## src/rtl/fetch_unit.sv

```systemverilog
// Instruction fetch unit: pc register, combinational imem lookup, and an in-order FIFO toward decode.
// Optional FETCH_ALIGN_CHECK_EN: misaligned redirect targets raise a sticky fetch_misalign and stop fetching.
module fetch_unit #(
    parameter logic [31:0] RESET_PC   = 32'h0000_0004,
    parameter int unsigned FIFO_DEPTH = 2
) (
    input  logic        clock,
    input  logic        reset_n,
    output logic [31:0] imem_addr,
    input  logic [31:0] imem_instr,
    input  logic        redirect_valid,
    input  logic [31:0] redirect_pc,
    input  logic        halt,
    output logic        if_valid,
    input  logic        if_ready,
    output logic [31:0] if_instr,
    output logic [31:0] if_pc,
    output logic        fetch_misalign
);

    localparam int unsigned PTR_W = $clog2(FIFO_DEPTH);
    localparam logic [PTR_W:0] FULL_CNT = (PTR_W + 1)'(FIFO_DEPTH);

    logic [31:0]      pc_q, pc_d;
    logic [PTR_W-1:0] rd_ptr_q, rd_ptr_d;
    logic [PTR_W-1:0] wr_ptr_q, wr_ptr_d;
    logic [PTR_W:0]   count_q, count_d;
    logic             misalign_q, misalign_d;
    logic [31:0]      fifo_pc_q    [FIFO_DEPTH];
    logic [31:0]      fifo_pc_d    [FIFO_DEPTH];
    logic [31:0]      fifo_instr_q [FIFO_DEPTH];
    logic [31:0]      fifo_instr_d [FIFO_DEPTH];
    logic [31:0]      redir_target;
    logic             push, pop;

    assign imem_addr      = {2'b00, pc_q[31:2]};
    assign if_valid       = (count_q != '0);
    assign if_pc          = if_valid ? fifo_pc_q[rd_ptr_q]    : '0;
    assign if_instr       = if_valid ? fifo_instr_q[rd_ptr_q] : '0;
    assign fetch_misalign = misalign_q;

    assign pop  = if_valid && if_ready;
    assign push = !redirect_valid && !halt && !misalign_q && ((count_q < FULL_CNT) || pop);

    always_comb begin
        pc_d         = pc_q;
        rd_ptr_d     = rd_ptr_q;
        wr_ptr_d     = wr_ptr_q;
        count_d      = count_q;
        fifo_pc_d    = fifo_pc_q;
        fifo_instr_d = fifo_instr_q;
`ifdef FETCH_ALIGN_CHECK_EN
        redir_target = redirect_pc;
        misalign_d   = misalign_q | (redirect_valid && (redirect_pc[1:0] != 2'b00));
`else
        redir_target = redirect_pc & ~32'h3;
        misalign_d   = 1'b0;
`endif
        if (redirect_valid) begin
            // Flush wins over any handshake this cycle; the popped head is simply lost.
            pc_d     = redir_target;
            rd_ptr_d = '0;
            wr_ptr_d = '0;
            count_d  = '0;
        end else begin
            if (push) begin
                fifo_pc_d[wr_ptr_q]    = pc_q;
                fifo_instr_d[wr_ptr_q] = imem_instr;
                wr_ptr_d               = wr_ptr_q + PTR_W'(1);
                pc_d                   = pc_q + 32'd4;
            end
            if (pop) begin
                rd_ptr_d = rd_ptr_q + PTR_W'(1);
            end
            case ({push, pop})
                2'b10:   count_d = count_q + (PTR_W + 1)'(1);
                2'b01:   count_d = count_q - (PTR_W + 1)'(1);
                default: count_d = count_q;
            endcase
        end
    end

    always_ff @(posedge clock or negedge reset_n) begin
        if (!reset_n) begin
            pc_q         <= RESET_PC;
            rd_ptr_q     <= '0;
            wr_ptr_q     <= '0;
            count_q      <= '0;
            misalign_q   <= 1'b0;
            fifo_pc_q    <= '{default: '0};
            fifo_instr_q <= '{default: '0};
        end else begin
            pc_q         <= pc_d;
            rd_ptr_q     <= rd_ptr_d;
            wr_ptr_q     <= wr_ptr_d;
            count_q      <= count_d;
            misalign_q   <= misalign_d;
            fifo_pc_q    <= fifo_pc_d;
            fifo_instr_q <= fifo_instr_d;
        end
    end

endmodule
```

## config.mk

```make
export PLATFORM = sky130hd
export DESIGN_NAME = fetch_unit
export DESIGN_NICKNAME = d
export VERILOG_FILES = /design/src/rtl/fetch_unit.sv
export SDC_FILE = /design/constraint.sdc
export NUM_CORES = 1
export LEC_CHECK = 0
export BUFFER_PORTS_ARGS = -buffer_cell sky130_fd_sc_hd__buf_2
export CAP_MARGIN = 40
export CORE_MARGIN = 2
export CORE_UTILIZATION = 51
export CTS_BUF_LIST = sky130_fd_sc_hd__clkbuf_4
export CTS_CLUSTER_DIAMETER = 40
export DETAILED_ROUTE_END_ITERATION = 7
export PLACE_DENSITY = 0.83
export SYNTH_ARGS = -nofsm -noshare
export SYNTH_HDL_FRONTEND = slang
export SYNTH_SLANG_ARGS = --single-unit
```

## constraint.sdc

```tcl
create_clock -name clock -period 2.1 [get_ports clock]
set_clock_uncertainty 0.05 [all_clocks]
set_input_delay 0.21 -clock clock [delete_from_list [all_inputs] [get_ports clock]]
set_output_delay 0.21 -clock clock [all_outputs]
set_load 0.01 [all_outputs]
```

==> flow_summary.yaml, run 1 <==
status:
  status: "finished clean"
timing:
  rsz0062_at_grt: "true"
  finalCriticalPeriod_ns: 2.09
  max_freq_ghz: 0.478
  slew_headroom_pct: 57.8
  final-setup-viol-count: 0
  drv_slew: 0
  holdWs_ns: 0.0584
  hold_viol_final: 0
  worst_pin_slew_ns: 0.633
  fin_crit_sh_pct: 99.6
setup_path:
  regToRegEndpoint: "fifo_instr_q[31]"
  crit_family: "flip-flops"
  r2r-start: "count_q[1]"
  worstSetupPathType: "flop to output pin"
  cp.arrival_ns: 1.83
  cp_slowest_stage_delay_ns: 0.52
  crit_slowest_cell: "dfrtp_4"
  worstPathCellList: "buf_4, clkbuf_16, mux2i_1, nor2_1, buf_2"
  start_kind: "flop"
  worstPathBufferInverterCount: 3
  critical_path_required_ns: 1.84
  path_max_fanout: 7
  endpoint_kind: "output pin"
  rr_worst_depth: 6
  reg2reg_slack_ns: 0.07
floorplan:
  die-area_mm2: 0.0158
  io_pins: 167
  die_y_um: 126
  core_mm2: 0.0145
  start_util_pct: 52.0
  rows: 44
  die_w_um: 126
worst_hold_path:
  hold_depth: 4
  hold_class: "input pin to flop"
  min_from: "halt"
  hold_end: "count_q[1]"
global_routing:
  grt_max_degree: 67
  first_global_vias: 5771
  grt_pass1_wl_mm: 28.9
  grt_overflow: 0
  antenna_found_initial: 0
  grt_use_total_pct: 22.7
layout:
  syn_to_final_growth_pct: 31.2
  layout-drive-gt1-share_pct: 43.1
  mostFrequentLayoutCell: "buf_2"
  seqCellArea_mm2: 0.00396
  n_fill_cell: 1033
  nets: 945
  multiInputGateArea_mm2: 0.00337
  layout_common_cells: "158 x buf_2, 156 x dfrtp_1, 121 x mux2_2"
synthesis:
  synthCells: 623
  yosysUniqueCellTypes: 40
  ys.flop_type: "dfrtp_1"
  ys_ff_latch: 158
  post-synth-top-area-cell: "dfrtp_1"
  synth_top_area_share_pct: 51.9
  avgSynthCellArea_um2: 12.1
  synth.top_cells.by_area: "dfrtp_1 52%, mux2_2 18%, mux2i_1 8.3%"
  syn_area_mm2: 0.00756
  ys_warn_count: 0
  synth-async-reset-ratio_pct: 100
  synth.yosys.seq_area_share_pct: 52.3
  synth_edf_count: 0
pwr:
  power_mw: 8.35
  power.leakage_nw: 4.48
  cellPowerDensity_mw_per_mm2: 841
  switchingPower_mw: 2.66
  p_clk_share_pct: 21.9
  p_sw_share_pct: 31.9
  vdd_drop_max_mv: 0.630
  p_int_mw: 5.69
  pwr-share-seq_pct: 51.1
  combPwrFrac_pct: 26.9
routing:
  via_per_inst: 5.41
  post_drt_wl_per_cell_um: 18.0
  drt_pass1_iterations: 4
  vias: 5808
  ant_nets: 0
  drt-initial-drc-count: 370
  wl_mm: 19.4
  drc: 0
place:
  gp_congestion: 0.767
  dp_hpwl_mm: 11.3
  io_buffers: 159
job:
  max-cap-violations: 0
clocking:
  clockBufferDepth: 2
  htreeDepth: 4
  cts_sinks: 158
  insertion_delay_ns: 0.58
  tritoncts: "yes"
  numCtsBuffers: 17
  cts-root-buf: "clkbuf_4"
  clk_pin_slew_worst_paths_ns: 0.14
## logic make-up after synthesis
group | synth area share [%]
AO/OA/AOI/OAI | 2.37
XOR/XNOR | 3.59
adder cells (fa/ha/maj) | 0.165
buffers and inverters | 3.99
flip-flops | 52.3
multiplexers | 26.9
other | 0.0496
AND/OR/NAND/NOR | 10.6
## power by group through the flow
| stage | clock network [mW] | registers, mW | logic, mW |
|---|---|---|---|
| 3_3_place_gp | 0 | 4.27 | 1.89 |
| 2_1_floorplan | 0 | 4.21 | 1.35 |
| 6_report | 1.83 | 4.27 | 2.25 |
| 3_5_place_dp | 0 | 4.32 | 1.96 |
| 4_1_cts | 1.87 | 4.24 | 2.07 |
| 5_1_grt | 2.01 | 4.38 | 2.43 |
## per-stage QoR
step           setup WS [ns]  area (µm²)  std cells  util (%)  TNS (ns)
2_1_floorplan          0.153        7580        627         -         0
4_1_cts              0.00276        9620       1059      66.2         0
5_1_grt              -0.0809        9920       1072      68.3     -2.76
6_report             0.00829        9920       1073      68.3         0
3_3_place_gp          0.0821        8690        961      59.8         0
3_5_place_dp          0.0559        8690        961      59.8         0
## what timing repair did
action | in CTS | in global routing
gates cloned | 0 | 9
buffers inserted | 1 | 4
hold buffers | 65 | 0
hold endpoints to repair | 170 | 0
endpoints found under the setup margin | 50 | 96
resized for setup | 0 | 17
pin swaps | 0 | 2
## registers in the layout, summed over array words and instances, names as in the netlist
name	count
rd_ptr_q	1
pc_q	30
wr_ptr_q	1
fifo_instr_q	64
fifo_pc_q	60
count_q	2
## area by class of cell
type	instances	share of cell area, %
Clock inverter	15	1.51
Timing Repair Buffer	272	20.8
Sequential cell	158	39.9
Tap cell	184	2.32
Multi-Input combinational cell	421	33.9
Clock buffer	17	1.29
Antenna cell	1	0.0252
Inverter	5	0.189
## per-layer routing
metal / up-vias / part of all wire [%] / global-route usage (%)
met5: - / 0 / 0
met4: 0 / 1.4 / 7.11
met3: 26 / 6.1 / 5.73
met2: 203 / 50 / 38.3
met1: 2908 / 43 / 28.9
li1: 2671 / - / -
## worst reg2reg max path: stages, from the launching register on
cell and delay [ns]:
dfrtp_1 0.42, and2b_4 0.19, or2_2 0.34, nor3b_4 0.24, buf_6 0.18, clkbuf_16 0.18, mux2_2 0.34
## Yosys cell counts (all sizes together), types with 5 or more instances
cell type and count:
o21ai 32, mux2 125, nand3 8, nor4 6, clkbuf 19, xnor2 14, nor2 68, nand2 39
and3 6, nand4 16, nor3 6, mux2i 63, xor2 17, buf 24, dfrtp 157, inv 5
## how the worst max path moves through the flow
stage / end / slack [ns] / depth (start not counted) / startpoint
6_report: if_instr[30] / 0.008 / 5 / rd_ptr_q
5_1_grt: if_instr[15] / -0.08 / 6 / count_q[1]
4_1_cts: if_pc[2] / 0.003 / 5 / count_q[1]
3_5_place_dp: fifo_instr_q[1] / 0.06 / 6 / count_q[1]
3_3_place_gp: fifo_instr_q[6] / 0.08 / 7 / if_ready
2_1_floorplan: fifo_instr_q[32] / 0.15 / 5 / count_q[1]
Note: power is estimated with default switching activity, not from simulation.
==> run 2: changes to the inputs <==
--- a/config.mk
+++ b/config.mk
@@ -13,6 +13,8 @@
 export CTS_CLUSTER_DIAMETER = 40
 export DETAILED_ROUTE_END_ITERATION = 7
 export PLACE_DENSITY = 0.83
+export REMOVE_ABC_BUFFERS = 1
+export SETUP_SLACK_MARGIN = 0.3
 export SYNTH_ARGS = -nofsm -noshare
 export SYNTH_HDL_FRONTEND = slang
 export SYNTH_SLANG_ARGS = --single-unit
==> run 2 against run 1 <==
Compared with the run above: the run now ends with setup timing left; first-iteration DRC count is 32% higher; power is 13% higher; sequential power is 3% higher; critical endpoint is now if_instr[25]; global-route usage is 3.3 points higher; non-clock buffer count is 54 higher; sequential share of layout area is 5.8 points lower; clock power is 2% higher; worst hold slack better by 0.015 ns; critical path depth stayed put.
==> flow_summary.yaml, run 2 (synthesis results as in run 1) <==
timing:
  drv_slew: 0
  max_freq_ghz: 0.473
  finalCriticalPeriod_ns: 2.11
  fin_ws_ns: -0.0130
  rsz0062_at_grt: "true"
  slew_headroom_pct: 57.7
  hold_viol_final: 0
  fin_crit_sh_pct: 101
  worst_pin_slew_ns: 0.635
  final-setup-viol-count: 3
  tns_ns: -0.0216
setup_path:
  start_kind: "flop"
  cp_slowest_stage_delay_ns: 0.52
  worstPathBufferInverterCount: 3
  critical_path_required_ns: 1.84
  endpoint_kind: "output pin"
  worstSetupPathType: "flop to output pin"
  path_max_fanout: 7
  cp.arrival_ns: 1.85
  worstPathCellList: "buf_12, buf_16, mux2i_1, nor2_2, buf_2"
  crit_slowest_cell: "dfrtp_4"
  reg2reg_slack_ns: 0.02
  crit_family: "flip-flops"
routing:
  via_per_inst: 5.73
  drc: 0
  post_drt_wl_per_cell_um: 22.7
  wl_mm: 25.6
  drt_pass1_iterations: 6
  vias: 6457
  ant_nets: 0
  drt-initial-drc-count: 490
job:
  max-cap-violations: 0
floorplan:
  die_y_um: 126
  rows: 44
  core_mm2: 0.0145
  start_util_pct: 52.0
  die_w_um: 126
  die-area_mm2: 0.0158
  io_pins: 167
status:
  status: "finished with violations"
  violations: "setup timing"
place:
  dp_hpwl_mm: 11.6
  dpl-instance-area_mm2: 0.00872
  placedCellCount: 965
  io_buffers: 159
  gp_congestion: 0.785
clocking:
  numCtsBuffers: 17
  clk_pin_slew_worst_paths_ns: 0.13
  clockBufferDepth: 2
  insertion_delay_ns: 0.57
  cts_sinks: 158
  tritoncts: "yes"
  cts-root-buf: "clkbuf_4"
  htreeDepth: 4
pwr:
  vdd_drop_max_mv: 0.587
  power.leakage_nw: 5.38
  cellPowerDensity_mw_per_mm2: 813
layout:
  stdcell_area_mm2: 0.0116
  syn_to_final_growth_pct: 53.9
  layout-drive-gt1-share_pct: 51.9
  final_cells: 1127
  nets: 999
  largest_reg_flops: 64
  top_regs: "fifo_instr_q: 64 flops, fifo_pc_q: 60 flops, pc_q: 30 flops"
  layout_common_cells: "150 x buf_2, 146 x dfrtp_1, 109 x mux2_4"
  regMostFlops: "fifo_instr_q"
  mostFrequentLayoutCell: "buf_2"
  fin_util_pct: 80.1
global_routing:
  grt_overflow: 0
  antenna_found_initial: 0
  grt_pass1_wl_mm: 32.1
  grt_max_degree: 64
  grt_use_total_pct: 26.0
  first_global_vias: 6067
worst_hold_path:
  hold_class: "input pin to flop"
[run 2: final timing paths]
kind	startpoint	endpoint	cells after the start
min reg2reg	fifo_pc_q[51]	fifo_pc_q[51]	1
min	halt	count_q[0]	3
max reg2reg	count_q[1]	fifo_pc_q[16]	8
min in group asynchronous	reset_n	fifo_instr_q[36]	2
max	rd_ptr_q	if_instr[25]	5
max in group asynchronous	reset_n	pc_q[2]	3
[run 2: what timing repair did]
item | in CTS | in global routing
cloned | 9 | 17
hold buffers | 65 | 0
endpoints found under the hold margin | 173 | 0
resized for setup | 71 | 200
buffers inserted | 16 | 22
pin swaps | 7 | 33
setup endpoints to repair | 200 | 209
[run 2: layout make-up]
class                   instances  area (µm²)
multi-input cells             421        4110
inverters                       5        21.3
flip-flops and latches        158        3970
repair buffers                326        3030
well taps                     184         230
fillers                       781        2890
diodes                          1        2.50
clock inverters                 8        92.6
clock buffers                  24         180
[run 2: where the power goes]
part / switching, mW / internal [mW] / total [mW]
combinational: 1.27 / 1.92 / 3.19
sequential: 0.599 / 3.81 / 4.41
clock: 1.08 / 0.788 / 1.87
total: 2.95 / 6.51 / 9.46
[run 2: stage by stage]
step / power, mW / hold WS [ns] / setup WS [ns]
5_1_grt: 9.87 / 0.0441 / -0.0811
6_report: 9.46 / 0.0731 / -0.0130
3_5_place_dp: 6.28 / 0.183 / -0.0163
3_3_place_gp: 6.16 / 0.183 / 0.104
4_1_cts: 8.48 / 0.00307 / 0.0620
2_1_floorplan: 5.52 / -0.136 / -4.15
[run 2: routing by layer]
layer	vias to the layer above	global-route usage, %	routed length (µm)
li1	2794	-	-
met1	3254	32.9	9900
met2	328	45.2	13200
met3	81	5.48	1540
met4	0	7.95	935
met5	-	0	0
[run 2: worst reg2reg max path, stage by stage, from the launching register on]
cell and delay, ns:
dfrtp_1 0.41, and2b_4 0.18, or2_4 0.27, nor3b_4 0.23
buf_6 0.15, buf_8 0.14, buf_12 0.11, buf_16 0.14
mux2_4 0.30
